--- config.mk ---
export PLATFORM = sky130hd
export DESIGN_NAME = inst_packer
export DESIGN_NICKNAME = d
export VERILOG_FILES = /design/src/rtl/inst_packer.sv
export SDC_FILE = /design/constraint.sdc
export NUM_CORES = 1
export LEC_CHECK = 0
export CAP_MARGIN = 10
export CELL_PAD_IN_SITES_DETAIL_PLACEMENT = 1
export CELL_PAD_IN_SITES_GLOBAL_PLACEMENT = 1
export CORE_MARGIN = 2
export CORE_UTILIZATION = 30
export CTS_CLUSTER_DIAMETER = 30
export DETAILED_ROUTE_END_ITERATION = 12
export GPL_TIMING_DRIVEN = 0
export MAX_ROUTING_LAYER = met4
export PLACE_DENSITY = 0.72
export SLEW_MARGIN = 20
export SYNTH_ARGS = -nofsm -noshare
export SYNTH_HDL_FRONTEND = slang
export SYNTH_SLANG_ARGS = --single-unit
export TNS_END_PERCENT = 100
--- constraint.sdc ---
create_clock -name clk -period 6.1 [get_ports clk]
set_clock_uncertainty 0.15 [all_clocks]
set_input_delay 1.22 -clock clk [delete_from_list [all_inputs] [get_ports clk]]
set_output_delay 1.22 -clock clk [all_outputs]
set_load 0.005 [all_outputs]
--- src/rtl/inst_packer.sv ---
// rtl/inst_packer.sv - LEGv8 instruction encoder with immediate range check and tagged output FIFO
module inst_packer #(
    parameter int DEPTH  = 2,
    parameter int ADDR_W = 8
) (
    input  logic              clk,
    input  logic              reset,
    input  logic              clear,
    input  logic              in_valid,
    output logic              in_ready,
    input  logic [2:0]        in_kind,
    input  logic [4:0]        in_rd,
    input  logic [4:0]        in_rn,
    input  logic [63:0]       in_imm,
    output logic              out_valid,
    input  logic              out_ready,
    output logic [31:0]       out_instr,
    output logic [ADDR_W-1:0] out_addr,
    output logic              err,
    output logic [7:0]        err_count
);

    localparam int PW = (DEPTH > 1) ? $clog2(DEPTH) : 1;
    localparam int CW = PW + 1;
    localparam logic [CW-1:0] FULL_COUNT = CW'(DEPTH);

    localparam logic [2:0] KIND_LDUR = 3'd0;
    localparam logic [2:0] KIND_STUR = 3'd1;
    localparam logic [2:0] KIND_CBZ  = 3'd2;
    localparam logic [2:0] KIND_ADDI = 3'd3;
    localparam logic [2:0] KIND_CBNZ = 3'd4;

    typedef enum logic {
        RUN  = 1'b0,
        HALT = 1'b1
    } state_t;

    state_t            state;
    logic [ADDR_W-1:0] wr_addr;

    logic [31:0]       instr_mem [DEPTH];
    logic [ADDR_W-1:0] addr_mem  [DEPTH];
    logic [PW-1:0]     wr_ptr;
    logic [PW-1:0]     rd_ptr;
    logic [CW-1:0]     count;

    logic              full;
    logic              accept;
    logic              push;
    logic              pop;
    logic [31:0]       packed_word;
    logic              legal;

    // A value fits a signed W-bit field when every bit from W-1 upward is a copy of the sign
    logic fits9;
    logic fits12;
    logic fits19;

    assign fits9  = (&in_imm[63:8])  | ~(|in_imm[63:8]);
    assign fits12 = (&in_imm[63:11]) | ~(|in_imm[63:11]);
    assign fits19 = (&in_imm[63:18]) | ~(|in_imm[63:18]);

    // Pack the request into its 32-bit encoding and decide whether it is encodable
    always_comb begin
        packed_word = 32'd0;
        legal       = 1'b0;
        case (in_kind)
            KIND_LDUR: begin
                packed_word = {11'b11111000010, in_imm[8:0], 2'b00, in_rn, in_rd};
                legal       = fits9;
            end
            KIND_STUR: begin
                packed_word = {11'b11111000000, in_imm[8:0], 2'b00, in_rn, in_rd};
                legal       = fits9;
            end
            KIND_CBZ: begin
                packed_word = {8'b10110100, in_imm[18:0], in_rd};
                legal       = fits19;
            end
            KIND_CBNZ: begin
                packed_word = {8'b10110101, in_imm[18:0], in_rd};
                legal       = fits19;
            end
            KIND_ADDI: begin
                packed_word = {10'b1001000100, in_imm[11:0], in_rn, in_rd};
                legal       = fits12;
            end
            default: begin
                packed_word = 32'd0;
                legal       = 1'b0;
            end
        endcase
    end

    // Ready never looks at out_ready, so a full FIFO stalls the producer for one extra cycle
    assign full      = (count == FULL_COUNT);
    assign in_ready  = !reset && (state == RUN) && !full && !clear;
    assign accept    = in_valid && in_ready;
    assign push      = accept && legal;
    assign out_valid = (count != '0);
    assign pop       = out_valid && out_ready;
    assign out_instr = instr_mem[rd_ptr];
    assign out_addr  = addr_mem[rd_ptr];

    // Control FSM: address tagging, error capture and RUN/HALT sequencing
    always_ff @(posedge clk or posedge reset) begin
        if (reset) begin
            state     <= RUN;
            wr_addr   <= '0;
            err       <= 1'b0;
            err_count <= 8'd0;
        end else if (clear) begin
            state   <= RUN;
            wr_addr <= '0;
            err     <= 1'b0;
        end else if (accept) begin
            if (legal) begin
                wr_addr <= wr_addr + 1'b1;
            end else begin
                err   <= 1'b1;
                state <= HALT;
                if (err_count != 8'hFF) begin
                    err_count <= err_count + 8'd1;
                end
            end
        end
    end

    // Output FIFO storage and pointers; clear drops everything including a same-cycle pop
    always_ff @(posedge clk or posedge reset) begin
        if (reset) begin
            for (int i = 0; i < DEPTH; i++) begin
                instr_mem[i] <= 32'd0;
                addr_mem[i]  <= '0;
            end
            wr_ptr <= '0;
            rd_ptr <= '0;
            count  <= '0;
        end else if (clear) begin
            wr_ptr <= '0;
            rd_ptr <= '0;
            count  <= '0;
        end else begin
            if (push) begin
                instr_mem[wr_ptr] <= packed_word;
                addr_mem[wr_ptr]  <= wr_addr;
                wr_ptr            <= wr_ptr + 1'b1;
            end
            if (pop) begin
                rd_ptr <= rd_ptr + 1'b1;
            end
            case ({push, pop})
                2'b10:   count <= count + 1'b1;
                2'b01:   count <= count - 1'b1;
                default: count <= count;
            endcase
        end
    end

endmodule

# ---- Word level (Yosys, flattened, before mapping)
# Cells that the tools add are included.
dict set report word_totals {
  input_bits 82
  ff_bits 101
  out_inout_bits 51
  elab_cells 94
}
dict set report classes {
  mux 26
  reduce_logical 29
  n_lt_le_gt_ge 3
  eq_ne 9
  addsub 6
  n_bitwise 11
}
# operator n
set op_table {}
lappend op_table {{$pmux W32 S5} 1}
lappend op_table {{$mux W32} 4}
lappend op_table {{$bwmux W64} 1}
lappend op_table {{$mux W8} 7}
lappend op_table {{$reduce_and A56 Y1} 1}
lappend op_table {{$reduce_or A56 Y1} 1}
lappend op_table {{$reduce_and A53 Y1} 1}
lappend op_table {{$reduce_or A53 Y1} 1}
lappend op_table {{$reduce_and A46 Y1} 1}
lappend op_table {{$reduce_or A46 Y1} 1}
lappend op_table {{$demux W32 S1} 1}
lappend op_table {{$add A8 B1 Y8 const B} 2}
lappend op_table {{$bwmux W16} 1}
lappend op_table {{$reduce_bool A2 Y1} 5}
lappend op_table {{$demux W8 S1} 1}
lappend op_table {{$ne A8 B8 Y1 const B} 1}
lappend op_table {{$logic_and A1 B1 Y1} 7}
lappend op_table {{$mux W1} 7}
lappend op_table {{$eq A3 B2 Y1 const B} 2}
lappend op_table {{$not A1 Y1} 6}
lappend op_table {{$reduce_and A2 Y1} 3}
lappend op_table {{$eq A2 B2 Y1 const B} 2}
lappend op_table {{$ge A2 B2 Y1 const B} 2}
lappend op_table {{$not A1 Y2} 2}
lappend op_table {{17 further kinds} 23}

# ---- Longest topological paths before layout
dict set report depth {
  word_depth 9
  mapped_depth 9
  depth_no_buf 7
}

# ---- Least setup slack after synthesis
# No wires, ideal clock.
dict set report synth_timing {
  path_type {input port to flip-flop}
  from {input port in_imm[41]}
  to {register addr_mem[8] in the netlist's numbering}
  required_ns 5.825
  setup_time_ns 0.125
  path_buffers 2
  t_arrival_ns 3.644
  path_stages 9
  slack_ns 2.181
  path_cell_list {nor4_1 nand4_1 or4_1 a21o_2 a21o_1 buf_6 a211oi_4 buf_6 mux2_2}
}
dict set report synth_between {
  elab_chain_cells 6
  word_cells_on_any_way 15
  classes_between {mux: 1; bitwise: 6; reduce/logical: 8}
}
# item line
set synth_lines {}
lappend synth_lines {{from (decl)} 14} ;# input logic [63:0] in_imm,
lappend synth_lines {{$reduce_or A56 Y1 (tied with other cells)} 59} ;# assign fits9 = (&in_imm[63:8]) | ~(|in_imm[63:8]);
lappend synth_lines {{$not A1 Y1, on equally long branches} {59, 60, 61}}
lappend synth_lines {{$or A1 B1 Y1, on equally long branches} {59, 60, 61}}
lappend synth_lines {{$pmux W1 S3 (*)} 67} ;# case (in_kind)
lappend synth_lines {{$logic_and A1 B1 Y1 (*)} 99} ;# assign push = accept && legal;
lappend synth_lines {{$reduce_and A2 Y1 (no source line) (*)} -}
lappend synth_lines {{to (signal, indexed assignment)} 146} ;# addr_mem[wr_ptr] <= wr_addr;
lappend synth_lines {{to (decl)} 42} ;# logic [ADDR_W-1:0] addr_mem [DEPTH];
# Mark *: on every way between the ends. The rest lies on a longest branch, timed or not.
# A chain may end at the register's enable or synchronous reset.

# ---- Worst setup path after layout
dict set report layout_timing {
  from {input port in_imm[13]}
  to {register instr_mem[51] in the netlist's numbering}
}
dict set report layout_between {
  elab_chain_cells 6
  word_cells_on_any_way 11
  classes_between {mux: 1; bitwise: 4; reduce/logical: 6}
}
# item line
set layout_lines {}
lappend layout_lines {{$reduce_or A56 Y1 or $reduce_or A53 Y1 (tied branches)} {59, 60}}
lappend layout_lines {{$not A1 Y1, on equally long branches} {59, 60}}
lappend layout_lines {{$or A1 B1 Y1, on equally long branches} {59, 60}}
lappend layout_lines {{$pmux W1 S3 (*)} 67}
lappend layout_lines {{$logic_and A1 B1 Y1 (*)} 99}
lappend layout_lines {{$reduce_and A2 Y1 (no source line) (*)} -}
lappend layout_lines {{to (signal, indexed assignment)} 145} ;# instr_mem[wr_ptr] <= packed_word;
lappend layout_lines {{to (decl)} 41} ;# logic [31:0] instr_mem [DEPTH];
# Marks and branches as above.

==> results.txt <==
The most frequent standard cell in the layout excluding fill and tap cells is sky130_fd_sc_hd__clkdlybuf4s50_1. The parity-gate share of the synthesized area counting xor and xnor cells came out at 0.01330. The first global-routing pass estimated between 20 and 30 mm of wire.

Of the cells placed in the final design, the portion with a size suffix greater than 1 is 0.2287. The routability-driven placement congestion ratio is ~0.9. The count of buffers inserted at the top-level ports came out at 130. In the routed layout, each cell is associated on average with a via count of roughly 5.2. Derived from the worst setup path, the maximum achievable clock frequency is 219.9 MHz. STA classifies the critical path endpoint as a register. The count of hold buffers inserted by post-cts repair is 0.

The top-level port count is 133. The number of global-route vias before repair came out at around 4800. The number of nets produced by synthesis came out at between 500 and 600. The cell row count is 48.

By startpoint and endpoint, the worst setup path is classified as in2reg. After synthesis, the netlist uses 43 different library cells. The share of synthesized area in the top cell type comes to 0.4511.

The number of buffers added for setup after CTS is 0. The detailed-placement wirelength estimate came out at 12.13 mm. The number of cells on the worst hold path came out at 1. The area growth from synthesis to layout is 36.92%. Setup repair after global routing left no endpoint under its margin. The number of gates resized after CTS is 0. The top cell types in the final layout, fill and taps aside, are sky130_fd_sc_hd__clkdlybuf4s50_1 (130), sky130_fd_sc_hd__mux2_2 (116), sky130_fd_sc_hd__dfrtp_1 (95), sky130_fd_sc_hd__nand2_1 (33). Of all cell types, the one taking the most synthesized area is sky130_fd_sc_hd__dfrtp_1. For this run the aggregate overflow at the end of global routing stands at 0. The initial antenna violation count came out at 1.

The flow ran to the end, and the final reports show no timing, DRC or antenna violations. After clock tree synthesis, the clock-pin slew on the worst setup and hold paths is approximately 70 ps. The path type of the worst min-delay path is reg2reg. The count of nets left with antenna violations once routing finished came out at 0.

Dividing the synthesized area by the synthesized cell count gives around 11 µm². The multiplexer share of the synthesized area came out at 0.2785. Dividing the detail-routed wire length by the instance count gives roughly 19 µm. CTS placed an instance of sky130_fd_sc_hd__clkbuf_16 at the clock tree root. The portion of the post-synthesis area used by sequential elements is 0.4511.

The largest buffer count on any clock path came out at 2. Wires add up to around 16 mm. By area the synthesized netlist is led by sky130_fd_sc_hd__dfrtp_1 (45%), sky130_fd_sc_hd__mux2_2 (25%), sky130_fd_sc_hd__mux2i_1 (2.8%). STA classifies the critical path startpoint as an input port. The starting utilization of the core area is 0.3057. The depth of the most critical reg-to-reg path is 5. The number of cells in the design after placement is 831. The number of nets in the finished design is about 700. The core box area is around 17000 µm². The number of buffers created by CTS is 9. The power per cell area is around 210 nW/µm². The data arrival at the endpoint of the critical path is 4640 ps. The number of standard cells in the final layout excluding fillers came out at roughly 850.

The number of standard cells after synthesis is approximately 480. The leakage power summed over all cells came out at roughly 3.1 nW. The pin slew with the least headroom to its limit is 751.2 ps. The largest driver fanout on the critical path is 10.

The overall power of the completed layout is between 1 and 1.5 mW. After detailed routing, the number of remaining DRC violations is 0. The final critical path time including I/O delays and setup came out at 4547 ps.

The compound-cell area share of the yosys netlist is 0.07764. The total placed instance area came out at slightly below 7000 µm². Of the total synthesized cell area, the portion taken by full adders, half adders and majority gates is 0.004748. After synthesis, the largest family of logic cells by area is multiplexers.

The total routing usage reported by global routing is 0.1846. The number of warnings issued by yosys is 0. The number of max-slew violations in the final report came out at 0. The pin count of the biggest net entering global routing came out at between 50 and 60. TritonCTS built the clock tree. The maximum vdd drop came out at 0.1452 mV.

Measured along the x axis, the die boundary spans ~140 µm. Of the total synthesized cell area, the portion taken by AND, OR, NAND and NOR gates is 0.1427. The global-route track usage on met3 is 0.03481.

The met2 global-route usage came out at 0.3078. Counting flops and latches in the post-synthesis netlist gives 95. The max-capacitance violation count is 0. The number of H-tree branching levels is 3.

The number of hold violations in the final report is 0. The total setup violations reported at the end of the flow came out at 0. The violation count after the first detailed-route iteration came out at 150. Summing over every cut layer, the via total after detailed routing is 4377. The number of sinks handled by clock tree synthesis came out at between 90 and 100.

For the worst setup path, the data required time is just over 6000 ps. The setup total negative slack is 0 ps. On the final layout, the worst hold slack is ~320 ps.

The met1 track demand over resource in global routing is 0.2290. The count of filler cells inserted in the layout is roughly 1900. Of the available clock period, the critical path in the final layout requires 0.7454.

The count of TritonRoute iterations in the first routing pass came out at 4. The global-route layer with the greatest usage is met2. The netlist area before placement is roughly 5300 µm². At the later pin of the worst-skew pair, clock insertion delay measures around 360 ps. The chip height came out at ~140 µm.

The worst slew slack as a fraction of its limit came out at 0.4862. With fillers left out, the area of the finished cells amounts to 7216 µm². The floorplan step defined a die boundary enclosing approximately 19000 µm².
## path summary, 6_finish.rpt
path                               startpoint            end  slack, ps
worst min-delay path            instr_mem[60]  instr_mem[60]        320
worst max-delay path               in_imm[13]  instr_mem[51]       1550
min in group asynchronous               reset   err_count[0]       1120
max in group asynchronous               reset  instr_mem[60]       4080
worst max register to register       count[1]  instr_mem[51]       2980
worst min register to register  instr_mem[60]  instr_mem[60]        320
## per-stage QoR
| stage | setup slack [ps] | utilization |
|---|---|---|
| final | 1553 | 0.4186 |
| after global placement | 834.5 | 0.3976 |
| after global routing | 1326 | 0.4186 |
| after CTS | 1552 | 0.4185 |
| after detailed placement | 1176 | 0.3995 |
| after floorplan | 2181 | - |
## synthesized netlist by cell type (all sizes together)
| library cell | instances |
|---|---|
| a21boi | 3 |
| a211oi | 5 |
| nor3 | 5 |
| nand4 | 23 |
| nor4 | 16 |
| a21oi | 8 |
| o211a | 1 |
| a41oi | 1 |
| nor2b | 13 |
| o21bai | 2 |
| mux2i | 15 |
| mux2 | 117 |
| and4 | 1 |
| ha | 2 |
| a2111oi | 2 |
| or2 | 1 |
| inv | 6 |
| o211ai | 2 |
| o311a | 1 |
| o22ai | 6 |
| or4 | 3 |
| or3 | 4 |
| o21ai | 23 |
| buf | 7 |
| and3 | 2 |
| and2 | 9 |
| xor2 | 1 |
| dfrtp | 95 |
| clkbuf | 20 |
| xnor2 | 7 |
| o32ai | 1 |
| a22oi | 4 |
| nor2 | 18 |
| nand3 | 7 |
| nand2b | 7 |
| a21o | 3 |
| conb | 1 |
| nand2 | 33 |
## routing by layer
| layer | vias up | part of all wire |
|---|---|---|
| met5 | - | 0 |
| met3 | 22 | 0.038 |
| met1 | 2250 | 0.44 |
| met2 | 73 | 0.51 |
| li1 | 2032 | - |
| met4 | 0 | 0.015 |
## area by class of cell
cell class,instances,area [µm²],area share
diodes,1,2.502,0.0003468
plain buffers,27,142.6,0.01977
well taps,225,281.5,0.03902
clock inverters,4,95.09,0.01318
clock buffers,11,232.7,0.03225
multi-input cells,347,2728,0.3780
flip-flops and latches,95,2377,0.3295
inverters,6,27.53,0.003815
repair buffers,131,1329,0.1842
## state kept, by name, summed over array words and instances, names as in the netlist
| signal | count |
|---|---|
| instr_mem | 58 |
| addr_mem | 16 |
| err_count | 8 |
| wr_addr | 8 |
| count | 2 |
| rd_ptr | 1 |
| state | 1 |
| wr_ptr | 1 |
## critical path: stages
cell                              delay [ps]
sky130_fd_sc_hd__clkdlybuf4s50_1         500
sky130_fd_sc_hd__or4_1                   550
sky130_fd_sc_hd__nor4_1                  410
sky130_fd_sc_hd__a21boi_0                310
sky130_fd_sc_hd__a21o_1                  240
sky130_fd_sc_hd__buf_6                   150
sky130_fd_sc_hd__a211oi_4                650
sky130_fd_sc_hd__buf_6                   260
sky130_fd_sc_hd__mux2_2                  350
## report_power, final
part / switching [mW] / internal (mW) / leakage [nW]
clock network: 0.241 / 0.398 / 0.160
logic: 0.0844 / 0.100 / 1.67
registers: 0.0150 / 0.642 / 1.32
## kinds of logic after synthesis
| logic type | count (synthesis) |
|---|---|
| flip-flops | 95 |
| AND/OR/NAND/NOR | 142 |
| buffers and inverters | 33 |
| AO/OA/AOI/OAI | 62 |
| other | 1 |
| adder cells (fa/ha/maj) | 2 |
| XOR/XNOR | 8 |
| multiplexers | 132 |
Power figures use the tool's default switching activity.
